==> config.mk <==
export PLATFORM = sky130hd
export DESIGN_NAME = tw_seq_gen_flat
export DESIGN_NICKNAME = d
export VERILOG_FILES = /design/src/rtl/tw_seq_gen_if.sv /design/src/rtl/tw_seq_gen.sv /design/src/flat_wrapper.sv
export SDC_FILE = /design/constraint.sdc
export NUM_CORES = 1
export LEC_CHECK = 0
export CELL_PAD_IN_SITES_DETAIL_PLACEMENT = 1
export CELL_PAD_IN_SITES_GLOBAL_PLACEMENT = 1
export CORE_ASPECT_RATIO = 1.4
export CORE_UTILIZATION = 44
export DETAILED_ROUTE_END_ITERATION = 8
export GPL_TIMING_DRIVEN = 0
export PLACE_DENSITY = 0.95
export SYNTH_ARGS = -nofsm -noshare
export SYNTH_HDL_FRONTEND = slang
export SYNTH_SLANG_ARGS = --single-unit
==> constraint.sdc <==
create_clock -name clk -period 5.5 [get_ports clk]
set_input_delay 1.65 -clock clk [delete_from_list [all_inputs] [get_ports clk]]
set_output_delay 1.65 -clock clk [all_outputs]
set_load 0.03 [all_outputs]
==> src/rtl/tw_seq_gen_if.sv <==
// Command and twiddle-stream bundle for tw_seq_gen.
// The master issues commands and consumes beats; the slave is the sequencer.
interface tw_seq_gen_if #(
    parameter int unsigned TW_W = 18,
    parameter int unsigned AW   = 8,
    parameter int unsigned LW   = 12
);
    logic                   start;
    logic [AW-1:0]          stride;
    logic [AW-1:0]          base;
    logic [LW-1:0]          len;
    logic                   inverse;
    logic                   busy;
    logic                   tw_valid;
    logic                   tw_ready;
    logic signed [TW_W-1:0] tw_re;
    logic signed [TW_W-1:0] tw_im;
    logic [AW-1:0]          tw_idx;
    logic                   tw_last;
    logic                   done;

    modport master (
        output start, stride, base, len, inverse, tw_ready,
        input  busy, tw_valid, tw_re, tw_im, tw_idx, tw_last, done
    );

    modport slave (
        input  start, stride, base, len, inverse, tw_ready,
        output busy, tw_valid, tw_re, tw_im, tw_idx, tw_last, done
    );
endinterface

==> src/rtl/tw_seq_gen.sv <==
// Streaming twiddle-factor sequencer: phase accumulator over N_MAX points,
// quarter-wave cosine ROM, three-stage pipeline with valid/ready backpressure.
module tw_seq_gen #(
    parameter int unsigned TW_W  = 18,
    parameter int unsigned FRAC  = 10,
    parameter int unsigned N_MAX = 144,
    parameter int unsigned AW    = $clog2(N_MAX),
    parameter int unsigned LW    = 12
) (
    input  logic         clk,
    input  logic         rst_n,
    tw_seq_gen_if.slave  bus
);
    localparam int unsigned Q  = N_MAX / 4;
    localparam int unsigned RW = $clog2(Q + 1);
    localparam int unsigned SW = AW + 1;
    localparam real         PI = 3.14159265358979323846;

    localparam logic [1:0] S_IDLE  = 2'd0;
    localparam logic [1:0] S_RUN   = 2'd1;
    localparam logic [1:0] S_DRAIN = 2'd2;

    // Quarter-wave table entry; endpoints are pinned so +1.0 and 0 are exact.
    function automatic logic signed [TW_W-1:0] cos_q(input int unsigned r);
        real v;
        if (r == 0) return TW_W'(1 << FRAC);
        if (r == Q) return '0;
        v = real'(1 << FRAC) * $cos(2.0 * PI * real'(r) / real'(N_MAX));
        return TW_W'($rtoi(v + 0.5));
    endfunction

    logic signed [TW_W-1:0] rom [Q+1];

    for (genvar g = 0; g <= int'(Q); g++) begin : g_rom
        localparam logic signed [TW_W-1:0] CV = cos_q(g);
        assign rom[g] = CV;
    end

    logic [1:0]             state, state_nxt;
    logic                   busy_q, busy_nxt;
    logic                   done_q, done_nxt;
    logic                   accept, issue, advance;

    logic [AW-1:0]          acc, acc_nxt, stride_q;
    logic [LW-1:0]          rem;
    logic                   inv_q;
    logic [SW-1:0]          sum;

    logic                   p1_vld, p1_inv, p1_last;
    logic [1:0]             p1_q;
    logic [RW-1:0]          p1_r;
    logic [AW-1:0]          p1_idx;

    logic                   out_vld, out_last;
    logic signed [TW_W-1:0] out_re, out_im;
    logic [AW-1:0]          out_idx;

    logic signed [TW_W-1:0] ra, rb, c_v, s_v, im_v;

    // Whole pipeline and accumulator freeze while a presented beat is refused.
    assign advance = !(out_vld && !bus.tw_ready);

    // Modular phase step without a power-of-two wrap.
    always_comb begin
        sum     = {1'b0, acc} + {1'b0, stride_q};
        acc_nxt = (sum >= SW'(N_MAX)) ? AW'(sum - SW'(N_MAX)) : AW'(sum);
    end

    // Control FSM state register.
    always_ff @(posedge clk or negedge rst_n) begin
        if (!rst_n) begin
            state  <= S_IDLE;
            busy_q <= 1'b0;
            done_q <= 1'b0;
        end else begin
            state  <= state_nxt;
            busy_q <= busy_nxt;
            done_q <= done_nxt;
        end
    end

    // Next state, command accept and issue control.
    always_comb begin
        state_nxt = state;
        busy_nxt  = busy_q;
        done_nxt  = 1'b0;
        accept    = 1'b0;
        issue     = 1'b0;
        if (done_q) busy_nxt = 1'b0;
        case (state)
            S_IDLE: begin
                if (bus.start && !busy_q) begin
                    accept = 1'b1;
                    if (bus.len != '0) begin
                        state_nxt = S_RUN;
                        busy_nxt  = 1'b1;
                    end else begin
                        done_nxt  = 1'b1;
                    end
                end
            end
            S_RUN: begin
                if (advance) begin
                    issue = 1'b1;
                    if (rem == LW'(1)) state_nxt = S_DRAIN;
                end
            end
            S_DRAIN: begin
                if (out_vld && bus.tw_ready && out_last) begin
                    state_nxt = S_IDLE;
                    done_nxt  = 1'b1;
                end
            end
            default: state_nxt = S_IDLE;
        endcase
    end

    // P0: command capture and accumulator issue.
    always_ff @(posedge clk or negedge rst_n) begin
        if (!rst_n) begin
            acc      <= '0;
            stride_q <= '0;
            rem      <= '0;
            inv_q    <= 1'b0;
        end else if (accept) begin
            acc      <= bus.base;
            stride_q <= bus.stride;
            rem      <= bus.len;
            inv_q    <= bus.inverse;
        end else if (issue) begin
            acc      <= acc_nxt;
            rem      <= rem - LW'(1);
        end
    end

    // P1: quadrant split of the issued index.
    always_ff @(posedge clk or negedge rst_n) begin
        if (!rst_n) begin
            p1_vld  <= 1'b0;
            p1_q    <= '0;
            p1_r    <= '0;
            p1_inv  <= 1'b0;
            p1_last <= 1'b0;
            p1_idx  <= '0;
        end else if (advance) begin
            p1_vld <= issue;
            if (issue) begin
                p1_q    <= 2'(acc / AW'(Q));
                p1_r    <= RW'(acc % AW'(Q));
                p1_inv  <= inv_q;
                p1_last <= (rem == LW'(1));
                p1_idx  <= acc;
            end
        end
    end

    // P2 combinational: two ROM reads, then quadrant sign/swap.
    always_comb begin
        ra = rom[p1_r];
        rb = rom[RW'(Q) - p1_r];
        c_v = ra;
        s_v = rb;
        case (p1_q)
            2'd0: begin c_v =  ra; s_v =  rb; end
            2'd1: begin c_v = -rb; s_v =  ra; end
            2'd2: begin c_v = -ra; s_v = -rb; end
            default: begin c_v = rb; s_v = -ra; end
        endcase
        im_v = p1_inv ? s_v : -s_v;
    end

    // P2 output register.
    always_ff @(posedge clk or negedge rst_n) begin
        if (!rst_n) begin
            out_vld  <= 1'b0;
            out_last <= 1'b0;
            out_re   <= '0;
            out_im   <= '0;
            out_idx  <= '0;
        end else if (advance) begin
            out_vld  <= p1_vld;
            out_last <= p1_vld && p1_last;
            if (p1_vld) begin
                out_re  <= c_v;
                out_im  <= im_v;
                out_idx <= p1_idx;
            end
        end
    end

    assign bus.busy     = busy_q;
    assign bus.done     = done_q;
    assign bus.tw_valid = out_vld;
    assign bus.tw_last  = out_last;
    assign bus.tw_re    = out_re;
    assign bus.tw_im    = out_im;
    assign bus.tw_idx   = out_idx;
endmodule
==> src/flat_wrapper.sv <==
// flat-port wrapper written by rule: the top's interface ports become plain ports
module tw_seq_gen_flat 
#(
    parameter int unsigned TW_W  = 18,
    parameter int unsigned FRAC  = 10,
    parameter int unsigned N_MAX = 144,
    parameter int unsigned AW    = $clog2(N_MAX),
    parameter int unsigned LW    = 12
)
  (clk, rst_n, bus_start, bus_stride, bus_base, bus_len, bus_inverse, bus_tw_ready, bus_busy, bus_tw_valid, bus_tw_re, bus_tw_im, bus_tw_idx, bus_tw_last, bus_done);
  tw_seq_gen_if #(.TW_W(TW_W), .AW(AW), .LW(LW)) bus_i ();
  input  logic clk;
  input  logic rst_n;
  input wire logic [$bits(bus_i.start)-1:0] bus_start;
  input wire logic [$bits(bus_i.stride)-1:0] bus_stride;
  input wire logic [$bits(bus_i.base)-1:0] bus_base;
  input wire logic [$bits(bus_i.len)-1:0] bus_len;
  input wire logic [$bits(bus_i.inverse)-1:0] bus_inverse;
  input wire logic [$bits(bus_i.tw_ready)-1:0] bus_tw_ready;
  output wire logic [$bits(bus_i.busy)-1:0] bus_busy;
  output wire logic [$bits(bus_i.tw_valid)-1:0] bus_tw_valid;
  output wire logic [$bits(bus_i.tw_re)-1:0] bus_tw_re;
  output wire logic [$bits(bus_i.tw_im)-1:0] bus_tw_im;
  output wire logic [$bits(bus_i.tw_idx)-1:0] bus_tw_idx;
  output wire logic [$bits(bus_i.tw_last)-1:0] bus_tw_last;
  output wire logic [$bits(bus_i.done)-1:0] bus_done;
  assign bus_i.start = bus_start;
  assign bus_i.stride = bus_stride;
  assign bus_i.base = bus_base;
  assign bus_i.len = bus_len;
  assign bus_i.inverse = bus_inverse;
  assign bus_i.tw_ready = bus_tw_ready;
  assign bus_busy = bus_i.busy;
  assign bus_tw_valid = bus_i.tw_valid;
  assign bus_tw_re = bus_i.tw_re;
  assign bus_tw_im = bus_i.tw_im;
  assign bus_tw_idx = bus_i.tw_idx;
  assign bus_tw_last = bus_i.tw_last;
  assign bus_done = bus_i.done;
  tw_seq_gen #(.TW_W(TW_W), .FRAC(FRAC), .N_MAX(N_MAX), .AW(AW), .LW(LW)) u_core (.clk(clk), .rst_n(rst_n), .bus(bus_i));
endmodule
==> impl_metrics.json, run 1 <==
{
  "antenna_found_initial": 0,
  "portBuffers": 80,
  "wl_per_cell_um": 24.99,
  "via_per_inst": 6.627,
  "stdcell_area_um2": 9400,
  "synth_top_area_share_pct": 30.56,
  "placed_area_um2": 8981,
  "ant_nets": 0,
  "rr_endpoint": "u_core.bus.tw_im[15]",
  "final_cells": 1332,
  "synth_edf_count": 0,
  "timing.setup.tns_ps": 0,
  "ios": 81,
  "wirelength_um": 33290,
  "grt_usage_pct": 37.24,
  "area_delta_synth_final_pct": 19.60,
  "worst_pin_slew_ps": 925.9,
  "synthArstFlopShare_pct": 100.0,
  "die_area_um2": 18410,
  "hold_class": "reg -> reg",
  "drc_errors": 0,
  "intPower_mw": 1.141,
  "leakagePower_nw": 4.071,
  "finalHoldViolations": 0,
  "num_vias": 8827,
  "cts_buffers": 9,
  "grt_pass1_wl_um": 52520,
  "yosysTopAreaCell": "dfrtp_1",
  "setup.worst_path.end": "u_core.bus.tw_im[15]",
  "reg2reg_slack_ps": 210,
  "dp.cells": 1312,
  "finalNetCount": 1150,
  "ir_drop_mv": 0.1785,
  "dpl.hpwl_um": 23410,
  "crit_start": "u_core.p1_idx[1]",
  "maxCapViolations": 0,
  "path_cells": "clkbuf_4 -> clkinvlp_4 -> buf_4 -> ha_1 -> mux2i_1 -> nor3_1 -> o32ai_1 -> ha_1 -> nand3_1 -> o41ai_1 -> o32ai_1 -> or4b_4 -> nor3b_4 -> a311o_1 -> a21oi_1",
  "clk_latency_ps": 360,
  "endpoint_kind": "flip-flop",
  "core_area_um2": 17400,
  "die_w_um": 115.0,
  "yosys_warnings": 0,
  "rsz0062_at_grt": "false",
  "netlist_area_um2": 7860,
  "powerDensity_nw_per_um2": 155.3,
  "post-route-min-period_ps": 5287,
  "place_congestion": 1.020,
  "clockPowerShare_pct": 48.7,
  "rows": 57,
  "grt_pass1_vias": 9409,
  "start_util_pct": 45.17,
  "crit_fanout": 10,
  "reg2reg_from": "u_core.p1_idx[1]",
  "clock_sinks": 96,
  "dr.pass1.iters": 6,
  "cts_max_path_buffers": 2,
  "clkTransAtPathRegs_ps": 70,
  "fmax_mhz": 189.1,
  "cp.arrival_ps": 5560,
  "multi_input_area_um2": 5052,
  "postCtsHoldBufs": 0,
  "regArea_um2": 2406,
  "crit_path_max_incr_delay_ps": 800,
  "grt_max_degree": 73,
  "p_total_mw": 1.460,
  "grt.overflow.total": 0,
  "finalCoreUtilization_pct": 54.02,
  "p_sw_mw": 0.3190,
  "cts_htree_levels": 3,
  "r2r_cells": 15,
  "synth.avg_cell_area_um2": 7.900,
  "die_h_um": 160.1,
  "status": "finished clean",
  "yosysSeqAreaShare_pct": 30.56,
  "ys_seq_elements": 96,
  "layout-drive-gt1-share_pct": 9.124,
  "drt_iter0_drc": 1063,
  "startpoint_type": "flip-flop",
  "fin_crit_sh_pct": 96.13,
  "slew_viol_final": 0,
  "cp.required_ps": 5770,
  "ys_types": 95,
  "synth_area_leaders": "dfrtp_1, nand2_1, o21ai_0",
  "cts_tree": "yes",
  "comb_power_share_pct": 3.0,
  "syn_inst": 995,
  "synth-main-ff-cell": "dfrtp_1",
  "setup-violations-final": 0,
  "crit_slowest_cell": "o32ai_1",
  "p_sw_share_pct": 21.85,
  "fillers": 2181,
  "root_buffer": "clkbuf_16",
  "syn_nets": 1054,
  "fin_skew_ps": 10.06,
  "worstSetupPathType": "reg -> reg",
  "slew_headroom_pct": 38.08,
  "seqPwrFrac_pct": 48.3,
  "diodes": 0
}
==> per-stage QoR <==
step | setup slack (ps) | hold WS (ps)
floorplan | 752.0 | 427.2
global placement | -735.1 | 456.5
detailed placement | -555.7 | 460.6
CTS | 67.51 | 483.0
global route | 14.54 | 519.3
finish | 213.1 | 477.7
==> synthesized netlist by cell type, types with 14 or more instances <==
| master | n |
|---|---|
| o21ai_0 | 74 |
| inv_1 | 27 |
| o211ai_1 | 22 |
| dfrtp_1 | 96 |
| nand2b_1 | 32 |
| ha_1 | 25 |
| nor2b_1 | 21 |
| nand2_1 | 185 |
| xnor2_1 | 17 |
| nor2_1 | 75 |
| nand3_1 | 22 |
| a21oi_1 | 44 |
| clkbuf_1 | 47 |
| a22oi_1 | 15 |
| nor4_1 | 14 |
==> power by group through the flow <==
stage,clock (mW),combinational (mW),sequential (mW)
final,0.711,0.0435,0.705
after global routing,0.731,0.0473,0.705
after CTS,0.711,0.0443,0.705
after detailed placement,0,0.0439,0.719
after global placement,0,0.0406,0.719
after floorplan,0,0.000722,0.719
==> worst min path at each step <==
stage,startpoint,to,slack [ps],depth (start not counted)
floorplan,u_core.state[0],u_core.bus.done,430,1
global placement,u_core.p1_idx[5],u_core.bus.tw_idx[5],460,2
detailed placement,u_core.p1_idx[4],u_core.bus.tw_idx[4],460,2
CTS,u_core.bus.tw_re[14],u_core.bus.tw_re[14],480,1
global route,u_core.state[0],u_core.bus.done,520,1
finish,u_core.bus.tw_re[14],u_core.bus.tw_re[14],480,1
==> worst max-delay path, delay by kind of cell, from the launching register on <==
| kind | cells | cell delay (ps) |
|---|---|---|
| buf+inv | 3 | 590 |
| simple gates | 4 | 1090 |
| compound gates | 5 | 2170 |
| flops | 1 | 470 |
| fa+ha+maj | 2 | 690 |
| mux | 1 | 190 |
==> per-layer routing <==
metal / vias up / track usage [%] / share of wire (%)
li1: 3793 / - / -
met1: 4311 / 42.31 / 36
met2: 541 / 62.49 / 49
met3: 182 / 6.338 / 7.3
met4: 0 / 26.45 / 7.2
met5: - / 0 / 0
==> cell families (layout without fill, tap and decap cells) <==
group                    count (synthesis)  count (layout)  synth area share, %
flip-flops                              96              96                30.56
buffers and inverters                  101             202                5.603
adder cells (fa/ha/maj)                 26              26                4.234
AO/OA/AOI/OAI                          298             298                26.35
AND/OR/NAND/NOR                        429             429                26.87
XOR/XNOR                                28              28                3.359
multiplexers                            17              17                3.025
==> registers in the layout, indices dropped and copies added, names as in the netlist <==
name and cells:
u_core.bus.tw_valid 1, u_core.inv_q 1, u_core.bus.done 1, u_core.acc 8, u_core.bus.tw_re 18, u_core.p1_r 4, u_core.p1_idx 8, u_core.bus.tw_idx 8
u_core.p1_last 1, u_core.bus.tw_last 1, u_core.bus.busy 1, u_core.stride_q 8, u_core.bus.tw_im 18, u_core.p1_q 2, u_core.p1_vld 1, u_core.p1_inv 1
u_core.state 2, u_core.rem 12
==> placed cells by master (no fill, tap or decap), drive strengths merged, types with 10 or more instances in the layout <==
cell type / netlist / final
clkbuf: 47 / 57
clkdlybuf4s50: 0 / 79
ha: 25 / 25
dfrtp: 96 / 96
a21o: 12 / 12
and3: 13 / 13
o21ai: 86 / 86
nand2: 185 / 185
a211oi: 10 / 10
nor2: 75 / 75
a22oi: 15 / 15
nor4: 16 / 16
buf: 22 / 28
nand2b: 32 / 32
nor3: 17 / 17
inv: 30 / 30
a21oi: 45 / 45
nor2b: 21 / 21
xnor2: 18 / 18
nand3: 23 / 23
nand4: 10 / 10
xor2: 10 / 10
o211ai: 24 / 24
==> layout make-up <==
cell class / instances / area share, %
multi-input combinational: 798 / 53.75
sequential: 96 / 25.60
timing repair buffer: 86 / 9.184
tap: 236 / 3.141
inverter: 32 / 1.318
clock buffer: 10 / 2.542
buffer: 68 / 3.514
clock inverter: 6 / 0.9583
==> repair_timing <==
action | in CTS | in global routing
pin swaps | 2 | 0
gates resized for setup | 7 | 14
setup endpoints to repair | 19 | 11
setup buffers | 1 | 4
Power figures use the tool's default switching activity.
==> run 2: changes to the inputs <==
--- a/config.mk
+++ b/config.mk
@@ -8,10 +8,10 @@
 export CELL_PAD_IN_SITES_DETAIL_PLACEMENT = 1
 export CELL_PAD_IN_SITES_GLOBAL_PLACEMENT = 1
 export CORE_ASPECT_RATIO = 1.4
-export CORE_UTILIZATION = 44
+export CORE_UTILIZATION = 35
 export DETAILED_ROUTE_END_ITERATION = 8
 export GPL_TIMING_DRIVEN = 0
-export PLACE_DENSITY = 0.95
+export PLACE_DENSITY = 0.8
 export SYNTH_ARGS = -nofsm -noshare
 export SYNTH_HDL_FRONTEND = slang
 export SYNTH_SLANG_ARGS = --single-unit
==> impl_metrics.json, run 2 (synthesis gave the netlist of run 1 again) <==
{
  "status": "finished clean",
  "cts_buffers": 9,
  "startpoint_type": "flip-flop",
  "layout-drive-gt1-share_pct": 8.616,
  "slew_headroom_pct": 33.13,
  "crit_path_max_incr_delay_ps": 440,
  "area_delta_synth_final_pct": 19.83,
  "clk_latency_ps": 370,
  "use_met3_pct": 3.074,
  "root_buffer": "clkbuf_16",
  "core_area_um2": 21940,
  "path_cells": "clkbuf_4 -> inv_2 -> ha_2 -> ha_1 -> clkbuf_4 -> clkbuf_4 -> nand2_1 -> a21oi_1 -> a211o_1 -> nor2_1 -> or3_1 -> inv_1 -> ha_1 -> mux2_2 -> nand2_1 -> and2_1 -> ha_1 -> inv_1 -> nor2_1 -> o211ai_1 -> nor4_2 -> a211oi_2 -> a21o_1",
  "slew_viol_final": 0,
  "grt_max_degree": 58,
  "reg2reg_slack_ps": 200,
  "cp.arrival_ps": 5550,
  "start_util_pct": 35.82,
  "fillers": 2743,
  "cts_htree_levels": 3,
  "p_total_mw": 1.451,
  "num_vias": 8257,
  "post-route-min-period_ps": 5302,
  "finalNetCount": 1145,
  "diodes": 0,
  "cp.required_ps": 5750,
  "pre_cts_slack_ps": -619.2,
  "cts_max_path_buffers": 2,
  "crit_slowest_cell": "dfrtp_2",
  "worstSetupPathType": "reg -> reg",
  "clkTransAtPathRegs_ps": 70,
  "gr-usage-met1_pct": 30.43,
  "maxCapViolations": 0,
  "crit_fanout": 13,
  "drt_iter0_drc": 550,
  "grt_pass1_wl_um": 46710,
  "reg2reg_from": "u_core.p1_idx[0]",
  "fin_ws_ps": 198.2,
  "endpoint_kind": "flip-flop",
  "wirelength_um": 29510,
  "die_area_um2": 23070,
  "rows": 64,
  "wl_per_cell_um": 21.26,
  "hold_class": "reg -> reg",
  "portBuffers": 80,
  "rsz0062_at_grt": "false",
  "ios": 81,
  "fin_crit_sh_pct": 96.40,
  "worst_pin_slew_ps": 1000,
  "dpl.hpwl_um": 22430,
  "min_from": "u_core.state[0]",
  "crit_start": "u_core.p1_idx[0]",
  "fin_skew_ps": 11.97,
  "final_common_cell": "nand2_1",
  "die_h_um": 179.3,
  "grt_pass1_vias": 8575,
  "holdPathStages": 1,
  "postCtsHoldBufs": 0,
  "ant_nets": 0,
  "leakagePower_nw": 4.052,
  "dr.pass1.iters": 5,
  "place_congestion": 0.9677,
  "grt.overflow.total": 0,
  "r2r_cells": 23,
  "clock_sinks": 96,
  "powerDensity_nw_per_um2": 154.1,
  "hold_slack_ps": 480.2,
  "ir_drop_mv": 0.1457,
  "grt_use_met2_pct": 46.71,
  "die_w_um": 128.7,
  "grt_usage_pct": 26.42,
  "globalRoute.busiestLayer": "met2",
  "cts_tree": "yes",
  "via_per_inst": 5.949,
  "setup-violations-final": 0,
  "antenna_found_initial": 0,
  "drc_errors": 0,
  "fmax_mhz": 188.6,
  "finalHoldViolations": 0,
  "mostFrequentLayoutCells": "nand2_1, dfrtp_1, clkdlybuf4s50_1"
}
## run 2: metrics by stage
step	util, %	setup TNS (ps)	cell area, um^2	instances
floorplan	-	0	7860	995
global placement	41.17	-106360	9032	1372
detailed placement	41.28	-6277	9057	1373
CTS	42.85	0	9402	1389
global route	42.93	0	9419	1388
finish	42.93	0	9419	1388
## run 2: layout make-up
class	instances	area [um^2]	area share [%]
multi-input combinational	798	5042	53.53
sequential	96	2406	25.54
timing repair buffer	82	833.3	8.847
tap	297	371.6	3.945
buffer	67	324.1	3.440
clock buffer	9	225.2	2.391
inverter	32	123.9	1.315
clock inverter	7	92.59	0.9830
## run 2: repair_timing
item | in CTS | in global routing
resized for setup | 8 | 10
setup buffers | 1 | 0
endpoints found under the setup margin | 15 | 11
pin swaps | 1 | 1
## run 2: metal layers
layer	routed length (um)	share of wire, %
met5	0	0
met4	1582	5.4
met3	1206	4.1
met2	14910	51
met1	11810	40
## run 2: critical path: cells and delay by family (launching register included)
kind / cells / cell delay [ps]
muxes: 1 / 280
adders and majority gates: 4 / 1060
and+or+nand+nor: 7 / 1480
buffers and inverters: 6 / 980
AOI/OAI and AO/OA: 5 / 940
DFF: 1 / 440
## run 2: final timing paths
path                                   endpoint
max                        u_core.bus.tw_im[12]
min                             u_core.bus.done
max reg2reg                u_core.bus.tw_im[12]
min reg2reg                     u_core.bus.done
max in group asynchronous  u_core.bus.tw_idx[7]
min in group asynchronous   u_core.bus.tw_re[2]
## run 2: where the power goes
| group | switching [mW] | total, mW | internal, mW |
|---|---|---|---|
| combinational | 0.0211 | 0.0435 | 0.0224 |
| sequential | 0 | 0.705 | 0.705 |
| clock | 0.303 | 0.703 | 0.400 |
